[src/rtl/inv_mix_col_seq_if.sv]
`default_nettype none
// +------------------------------------------------------------------+
// | inv_mix_col_seq_if : start/busy/done bus for the InvMixColumns unit |
// | Revision 1.0                                                       |
// +------------------------------------------------------------------+
interface inv_mix_col_seq_if;
  logic         start;
  logic [127:0] data_in;
  logic [3:0]   count_out;
  logic         busy;
  logic         done;
  logic [127:0] data_out;

  modport master (
    output start, data_in, count_out,
    input  busy, done, data_out
  );

  modport slave (
    input  start, data_in, count_out,
    output busy, done, data_out
  );
endinterface
`default_nettype wire

[src/rtl/inv_mix_col_seq.sv]
`default_nettype none
// +------------------------------------------------------------------+
// | inv_mix_col_seq : iterative AES InvMixColumns, one column / clock   |
// | Revision 1.0                                                       |
// +------------------------------------------------------------------+
module inv_mix_col_seq #(
  parameter logic [3:0] BYPASS_ROUND = 4'd9
) (
  input  logic             clk,
  input  logic             rst,
  inv_mix_col_seq_if.slave bus
);

  typedef enum logic [1:0] {
    IDLE = 2'd0,
    CALC = 2'd1,
    DONE = 2'd2
  } state_t;

  state_t       state, state_next;
  logic [1:0]   col_idx, col_idx_next;
  logic [127:0] work_buf, work_buf_next;
  logic [127:0] result, result_next;
  logic [127:0] data_out_r;
  logic         load_out;
  logic [31:0]  col_in, col_out;

  function automatic logic [7:0] xtime(input logic [7:0] b);
    return {b[6:0], 1'b0} ^ (b[7] ? 8'h1b : 8'h00);
  endfunction

  // Row r of the output uses coefficients rotated right by r: {0e,0b,0d,09}.
  function automatic logic [31:0] inv_col(input logic [31:0] c);
    logic [7:0] a  [4];
    logic [7:0] m2 [4];
    logic [7:0] m4 [4];
    logic [7:0] m8 [4];
    logic [7:0] k9 [4];
    logic [7:0] kb [4];
    logic [7:0] kd [4];
    logic [7:0] ke [4];
    for (int i = 0; i < 4; i++) begin
      a[i]  = c[31-8*i -: 8];
      m2[i] = xtime(a[i]);
      m4[i] = xtime(m2[i]);
      m8[i] = xtime(m4[i]);
      k9[i] = m8[i] ^ a[i];
      kb[i] = m8[i] ^ m2[i] ^ a[i];
      kd[i] = m8[i] ^ m4[i] ^ a[i];
      ke[i] = m8[i] ^ m4[i] ^ m2[i];
    end
    return {ke[0] ^ kb[1] ^ kd[2] ^ k9[3],
            k9[0] ^ ke[1] ^ kb[2] ^ kd[3],
            kd[0] ^ k9[1] ^ ke[2] ^ kb[3],
            kb[0] ^ kd[1] ^ k9[2] ^ ke[3]};
  endfunction

  assign col_in  = work_buf[{col_idx, 5'd0} +: 32];
  assign col_out = inv_col(col_in);

  always_ff @(posedge clk or posedge rst) begin
    if (rst) begin
      state      <= IDLE;
      col_idx    <= 2'd0;
      work_buf   <= '0;
      result     <= '0;
      data_out_r <= '0;
    end else begin
      state    <= state_next;
      col_idx  <= col_idx_next;
      work_buf <= work_buf_next;
      result   <= result_next;
      if (load_out) data_out_r <= result_next;
    end
  end

  always_comb begin
    state_next    = state;
    col_idx_next  = col_idx;
    work_buf_next = work_buf;
    result_next   = result;
    load_out      = 1'b0;
    case (state)
      IDLE, DONE: begin
        if (bus.start) begin
          work_buf_next = bus.data_in;
          if (bus.count_out == BYPASS_ROUND) begin
            result_next = bus.data_in;
            state_next  = DONE;
            load_out    = 1'b1;
          end else begin
            result_next  = '0;
            col_idx_next = 2'd0;
            state_next   = CALC;
          end
        end else begin
          state_next = IDLE;
        end
      end
      CALC: begin
        result_next[{col_idx, 5'd0} +: 32] = col_out;
        col_idx_next = col_idx + 2'd1;
        if (col_idx == 2'd3) begin
          state_next = DONE;
          load_out   = 1'b1;
        end
      end
      default: state_next = IDLE;
    endcase
  end

  assign bus.busy     = (state == CALC);
  assign bus.done     = (state == DONE);
  assign bus.data_out = data_out_r;

endmodule
`default_nettype wire

[src/flat_wrapper.sv]
// flat-port wrapper written by rule: the top's interface ports become plain ports
module inv_mix_col_seq_flat 
#(
  parameter logic [3:0] BYPASS_ROUND = 4'd9
)
  (clk, rst, bus_start, bus_data_in, bus_count_out, bus_busy, bus_done, bus_data_out);
  inv_mix_col_seq_if bus_i ();
  input  logic clk;
  input  logic rst;
  input wire logic [$bits(bus_i.start)-1:0] bus_start;
  input wire logic [$bits(bus_i.data_in)-1:0] bus_data_in;
  input wire logic [$bits(bus_i.count_out)-1:0] bus_count_out;
  output wire logic [$bits(bus_i.busy)-1:0] bus_busy;
  output wire logic [$bits(bus_i.done)-1:0] bus_done;
  output wire logic [$bits(bus_i.data_out)-1:0] bus_data_out;
  assign bus_i.start = bus_start;
  assign bus_i.data_in = bus_data_in;
  assign bus_i.count_out = bus_count_out;
  assign bus_busy = bus_i.busy;
  assign bus_done = bus_i.done;
  assign bus_data_out = bus_i.data_out;
  inv_mix_col_seq #(.BYPASS_ROUND(BYPASS_ROUND)) u_core (.clk(clk), .rst(rst), .bus(bus_i));
endmodule
[config.mk]
export PLATFORM = sky130hd
export DESIGN_NAME = inv_mix_col_seq_flat
export DESIGN_NICKNAME = d
export VERILOG_FILES = /design/src/rtl/inv_mix_col_seq_if.sv /design/src/rtl/inv_mix_col_seq.sv /design/src/flat_wrapper.sv
export SDC_FILE = /design/constraint.sdc
export NUM_CORES = 1
export LEC_CHECK = 0
export BUFFER_PORTS_ARGS = -buffer_cell sky130_fd_sc_hd__buf_2
export CAP_MARGIN = 30
export CORE_ASPECT_RATIO = 0.75
export CORE_MARGIN = 5
export CORE_UTILIZATION = 50
export CTS_CLUSTER_DIAMETER = 40
export DETAILED_ROUTE_END_ITERATION = 8
export HOLD_SLACK_MARGIN = 0.1
export PLACE_DENSITY = 0.8
export SETUP_SLACK_MARGIN = 0.4
export SYNTH_ARGS = -nofsm -noshare
export SYNTH_HDL_FRONTEND = slang
export SYNTH_SLANG_ARGS = --single-unit
[constraint.sdc]
create_clock -name clk -period 13.3 [get_ports clk]
set_input_delay 0.665 -clock clk [delete_from_list [all_inputs] [get_ports clk]]
set_output_delay 0.665 -clock clk [all_outputs]
set_load 0.01 [all_outputs]
### Word level (Yosys, flattened, before mapping)

Index checks and enable logic that the tools add are counted.

| word-level totals | value |
|---|---|
| bits in registers | 388 |
| input port bits | 135 |
| output and inout bits | 130 |
| logic and storage cells | 97 |

| cells by class | value |
|---|---|
| $add $sub $neg | 2 |
| equal/unequal tests | 7 |
| shifts and indexed selects | 3 |
| muxes and demuxes | 27 |
| bitwise gates (word level) | 48 |
| reduce and logical (&&, ||, !) cells | 5 |

Operator list:

| kind | count |
|---|---|
| bitwise XOR 8 bit | 48 |
| two-way mux 128 bit | 2 |
| case mux 128 bit (2 select lines) | 1 |
| bitwise mux 128 bit | 1 |
| variable shift 32 x 9 -> 128 bit (first input constant) | 1 |
| variable part select 128 x 8 -> 32 bit | 1 |
| variable part select 32 x 9 -> 128 bit | 1 |
| two-way mux 5 bit | 12 |
| two-way mux 2 bit | 5 |
| negator 7 -> 9 bit | 1 |
| case mux 2 bit (2 select lines) | 2 |
| equality test 2 bit (second input constant) | 2 |
| equality test 4 bit (second input constant) | 1 |
| != test 2 bit (second input constant) | 2 |
| two-way mux 1 bit | 3 |
| AND reduction 3 bit | 1 |
| adder 2 x 1 -> 2 bit (second input constant) | 1 |
| equality test 2 x 1 -> 1 bit (second input constant) | 1 |
| logical NOT 2 bit | 1 |
| != test 2 x 1 -> 1 bit (second input constant) | 1 |
| case mux 1 bit (2 select lines) | 1 |
| AND reduction 2 bit | 1 |
| nonzero test 2 bit | 1 |
| OR reduction 2 bit | 1 |

### Longest topological paths before layout

| logic depth | value |
|---|---|
| depth in word-level cells | 15 |
| depth in mapped cells | 12 |
| depth with buffers taken out | 7 |

### Worst setup path before layout

Ideal clock, no wire load.

| timing | value |
|---|---|
| kind | flip-flop to flip-flop |
| start | register u_core.col_idx[0] |
| end | register u_core.data_out_r[12], in the netlist u_core.bus.data_out[12] |
| setup time | 0.143 ns |
| arrival time | 3.147 ns |
| required time | 13.157 ns |
| path slack | 10.010 ns |
| stages on the path, launching flop included | 11 |
| buffers on the path | 3 |
| period minus slack after synthesis | 3.290 ns |
| path through | dfrtp_1 > buf_6 > buf_8 > buf_6 > mux4_2 > xnor3_1 > xnor2_1 > xnor3_1 > xor2_1 > a222oi_1 > a22oi_1 |

| on the way | value |
|---|---|
| longest elaborated chain between the ends | 13 |
| elaborated cells between the ends (all ways) | 69 |
| those cells by class | add/sub: 1; eq/ne: 1; shift: 3; mux: 16; bitwise: 48 |

Ends and longest elaborated chain:

| element | RTL line | source |
|---|---|---|
| start: declaration | inv_mix_col_seq.sv:21 | `logic [1:0] col_idx, col_idx_next;` |
| start signal: assignment | inv_mix_col_seq.sv:70 | `col_idx <= col_idx_next;` |
| variable part select 128 x 8 -> 32 bit | inv_mix_col_seq.sv:58 | `assign col_in = work_buf[{col_idx, 5'd0} +: 32];` |
| bitwise XOR 8 bit / two-way mux 5 bit (equally long branches) (2 in a row) | inv_mix_col_seq.sv:29 | `return {b[6:0], 1'b0} ^ (b[7] ? 8'h1b : 8'h00);` |
| two-way mux 5 bit / bitwise XOR 8 bit (equally long branches) | inv_mix_col_seq.sv:29 |  |
| bitwise XOR 8 bit | inv_mix_col_seq.sv:29 |  |
| bitwise XOR 8 bit (on tied branches) (2 in a row) | inv_mix_col_seq.sv:48, inv_mix_col_seq.sv:49, inv_mix_col_seq.sv:50 |  |
| bitwise XOR 8 bit (on tied branches) (3 in a row) | n/a |  |
| variable part select 32 x 9 -> 128 bit | inv_mix_col_seq.sv:101 | `result_next[{col_idx, 5'd0} +: 32] = col_out;` |
| bitwise mux 128 bit | inv_mix_col_seq.sv:101 |  |
| case mux 128 bit (2 select lines) | inv_mix_col_seq.sv:83 | `case (state)` |
| end signal: assignment | inv_mix_col_seq.sv:73 | `if (load_out) data_out_r <= result_next;` |
| end: declaration | inv_mix_col_seq.sv:24 | `logic [127:0] data_out_r;` |

Several ways; a longest one is shown, not always the timed one.
A chain may end at the register's enable or synchronous reset.

### Final worst setup path

| timing | value |
|---|---|
| start | register u_core.col_idx[0] |
| end | register u_core.data_out_r[52], in the netlist u_core.bus.data_out[52] |

| on the way | value |
|---|---|
| longest elaborated chain between the ends | 13 |
| elaborated cells between the ends (all ways) | 69 |
| those cells by class | add/sub: 1; eq/ne: 1; shift: 3; mux: 16; bitwise: 48 |

Ends and longest elaborated chain:

| element | RTL line | source |
|---|---|---|
| variable part select 128 x 8 -> 32 bit | inv_mix_col_seq.sv:58 |  |
| bitwise XOR 8 bit / two-way mux 5 bit (equally long branches) (2 in a row) | inv_mix_col_seq.sv:29 |  |
| two-way mux 5 bit / bitwise XOR 8 bit (equally long branches) | inv_mix_col_seq.sv:29 |  |
| bitwise XOR 8 bit | inv_mix_col_seq.sv:29 |  |
| bitwise XOR 8 bit (on tied branches) (2 in a row) | inv_mix_col_seq.sv:48, inv_mix_col_seq.sv:49, inv_mix_col_seq.sv:50 |  |
| bitwise XOR 8 bit (on tied branches) (3 in a row) | n/a |  |
| variable part select 32 x 9 -> 128 bit | inv_mix_col_seq.sv:101 |  |
| bitwise mux 128 bit (*) | inv_mix_col_seq.sv:101 |  |
| case mux 128 bit (2 select lines) (*) | inv_mix_col_seq.sv:83 |  |
| via u_core.result_next[52] | inv_mix_col_seq.sv:23 | `logic [127:0] result, result_next;` |

The timed path passes the listed nets; every way through them passes the cells marked *.

==> results.cfg <==
[timing]
setup_viol = 0
slew_headroom = 0.279
skew_ps = 24.7
fin_ws_ps = 8860
fin_crit_sh = 0.334
maxSlewViolCount = 0
max_freq_mhz = 225
tightest_slew_ps = 1080
grt_setup_unrepaired = no
setup_tns_ps = 0
fin_crit_ps = 4440
hold_viol_final = 0

[outcome]
run_status = completed

[die]
num_io_pins = 265
fp-row-count = 62
die-height_um = 181
start_util = 0.508
die_area_um2 = 43200
die_w_um = 238
core_area_um2 = 38500

[hold_path]
holdCritPathClass = in2async

[drt]
routed_wirelength_um = 66300
drc = 0
detail-route-antenna-nets = 0
avgViaCountPerCell = 6.30
wl_per_cell_um = 24.8
drtIter0Drc = 2401
drtPass1Iterations = 6
route.vias.total = 16853

[worst_setup_path]
r2r_end = u_core.bus.data_out[52]
critPathArrivalTime_ps = 4940
critPathMaxFanout = 23
r2r_cells = 8
cp-end-kind = register
cp.required_ps = 13800
crit_type = reg2reg
rr_startpoint = u_core.col_idx[0]
start_kind = register
r2r_slack_ps = 8860

[cells_and_area]
fin_nets = 2264
syn_to_final_growth_pct = 16.9
design_area_um2 = 22800
mostFrequentLayoutCells = nand2_1, dfrtp_1, buf_2
fill_cells = 3223
final_common_cell = nand2_1
finish.utilization = 0.593
drive_above_1_share = 0.207

[clock_tree]
cts_inserted_buffers = 46
cts.sinks = 388
cts_hold_buf = 0
path_clk_slew_ps = 60
clkLatencyLatePin_ps = 570
max-clock-path-buffers = 3
cts_tree = done
postCtsSetupRepairBufs = 0
cts_resized = 0
root_buffer = clkbuf_16
h-tree-depth = 2

[yosys]
synth.area.top_cells = dfrtp_1, nand2_1, xnor2_1
synth_xor_area_frac = 0.122
synth_top_family_by_area = compound AO/OA/AOI/OAI gates
syn_avg_cell_area_um2 = 10.2
yosys.area.top_type_share = 0.497
synth_ff_type = dfrtp_1
yosysTopAreaCell = dfrtp_1
synth_compound_area_frac = 0.161
synth-simple-area-share = 0.137
synthAdderAreaFrac = 0.00384
ys_seq_area_frac = 0.497
ys_ff_latch = 388
synthArstFlopShare = 1.00
syn_inst = 1920
synth_nets = 2061
synth.distinct_cells = 51
synth-warning-count = 0
synth.cell_area_um2 = 19500
synth_edf_count = 0
synth_mux_area_frac = 0.0455

[grt]
grt_start_max_net_pins = 189
grt_pass1_vias = 17006
grt_pass1_wl_um = 100000
antenna_found_initial = 5
grt_remaining_overflow = 0
grt.total_usage = 0.297

[place]
place.port_buffers = 264
post-place-ws_ps = 8940
place.gp.congestion = 1.00
place_hpwl_um = 45400
place_area_um2 = 21300

[flow_run]
maxCapViolCount = 0
worst max-delay path by stage:
stage / from / end / slack [ps] / cells after the start
floorplan: rst / u_core.bus.data_out[0] / 1850 / 1
global placement: u_core.col_idx[0] / u_core.bus.data_out[116] / 9010 / 8
global route: u_core.col_idx[0] / u_core.bus.data_out[12] / 8630 / 8
CTS: u_core.col_idx[0] / u_core.bus.data_out[52] / 8920 / 8
finish: u_core.col_idx[0] / u_core.bus.data_out[52] / 8860 / 8
detailed placement: u_core.col_idx[0] / u_core.bus.data_out[84] / 8940 / 8
through the flow:
step | hold slack [ps] | instances
after floorplan | 440 | 1920
after global placement | 453 | 2577
after detailed placement | 462 | 2587
after CTS | 295 | 2673
after global routing | 316 | 2676
final | 268 | 2677
Yosys cell counts, drive strengths merged (2+ instances only):
library cell  number
buf               27
xor2              38
a21oi             38
nand2            604
dfrtp            388
a221oi            12
o31ai              6
a221o             20
xnor3             39
a22oi            102
nor4               3
a32oi              6
nor2              68
o211ai            48
o2bb2ai            4
inv                9
clkbuf           113
a222oi            28
a31oi             44
mux4              32
nand3              4
xor3               5
and3               8
ha                 6
o22a              20
o21ai             85
mux2              15
xnor2            108
nor2b              2
nand2b             2
a211oi            28
registers in the layout, indices dropped and copies added, names as in the netlist:
signal and count:
u_core.result 128, u_core.state 2, u_core.bus.data_out 128, u_core.work_buf 128, u_core.col_idx 2
worst max-delay path: stages, from the launching register on:
cell and delay, ps:
dfrtp_2 710, buf_4 500, mux4_2 760, xnor2_1 520, xnor2_1 350, xnor3_2 490, xnor3_2 470, o31ai_2 330
mux2_1 190
cell families after synthesis:
family | count (synthesis)
compound gates | 442
xor+xnor | 190
fa+ha+maj | 6
buf+inv | 150
flops | 388
mux | 47
simple gates | 697
routing by layer:
layer,global-route usage,up-vias,part of all wire
met3,0.0971,193,0.12
met4,0.127,2,0.044
li1,-,7174,-
met2,0.439,1120,0.44
met5,0,-,0.00020
met1,0.407,8364,0.39
layout make-up:
cell class              count  area (um^2)  area share
inverters                  10         45.0     0.00197
repair buffers            295         1700      0.0744
diodes                      4         10.0    0.000438
flip-flops and latches    388         9710       0.425
well taps                 512          641      0.0281
clock inverters            26          218     0.00953
multi-input cells        1382         9240       0.405
clock buffers              60         1270      0.0558
Power is left out: the tool's default activity adds up to more than one toggle a clock period on the data nets, which glitch-free logic cannot reach.
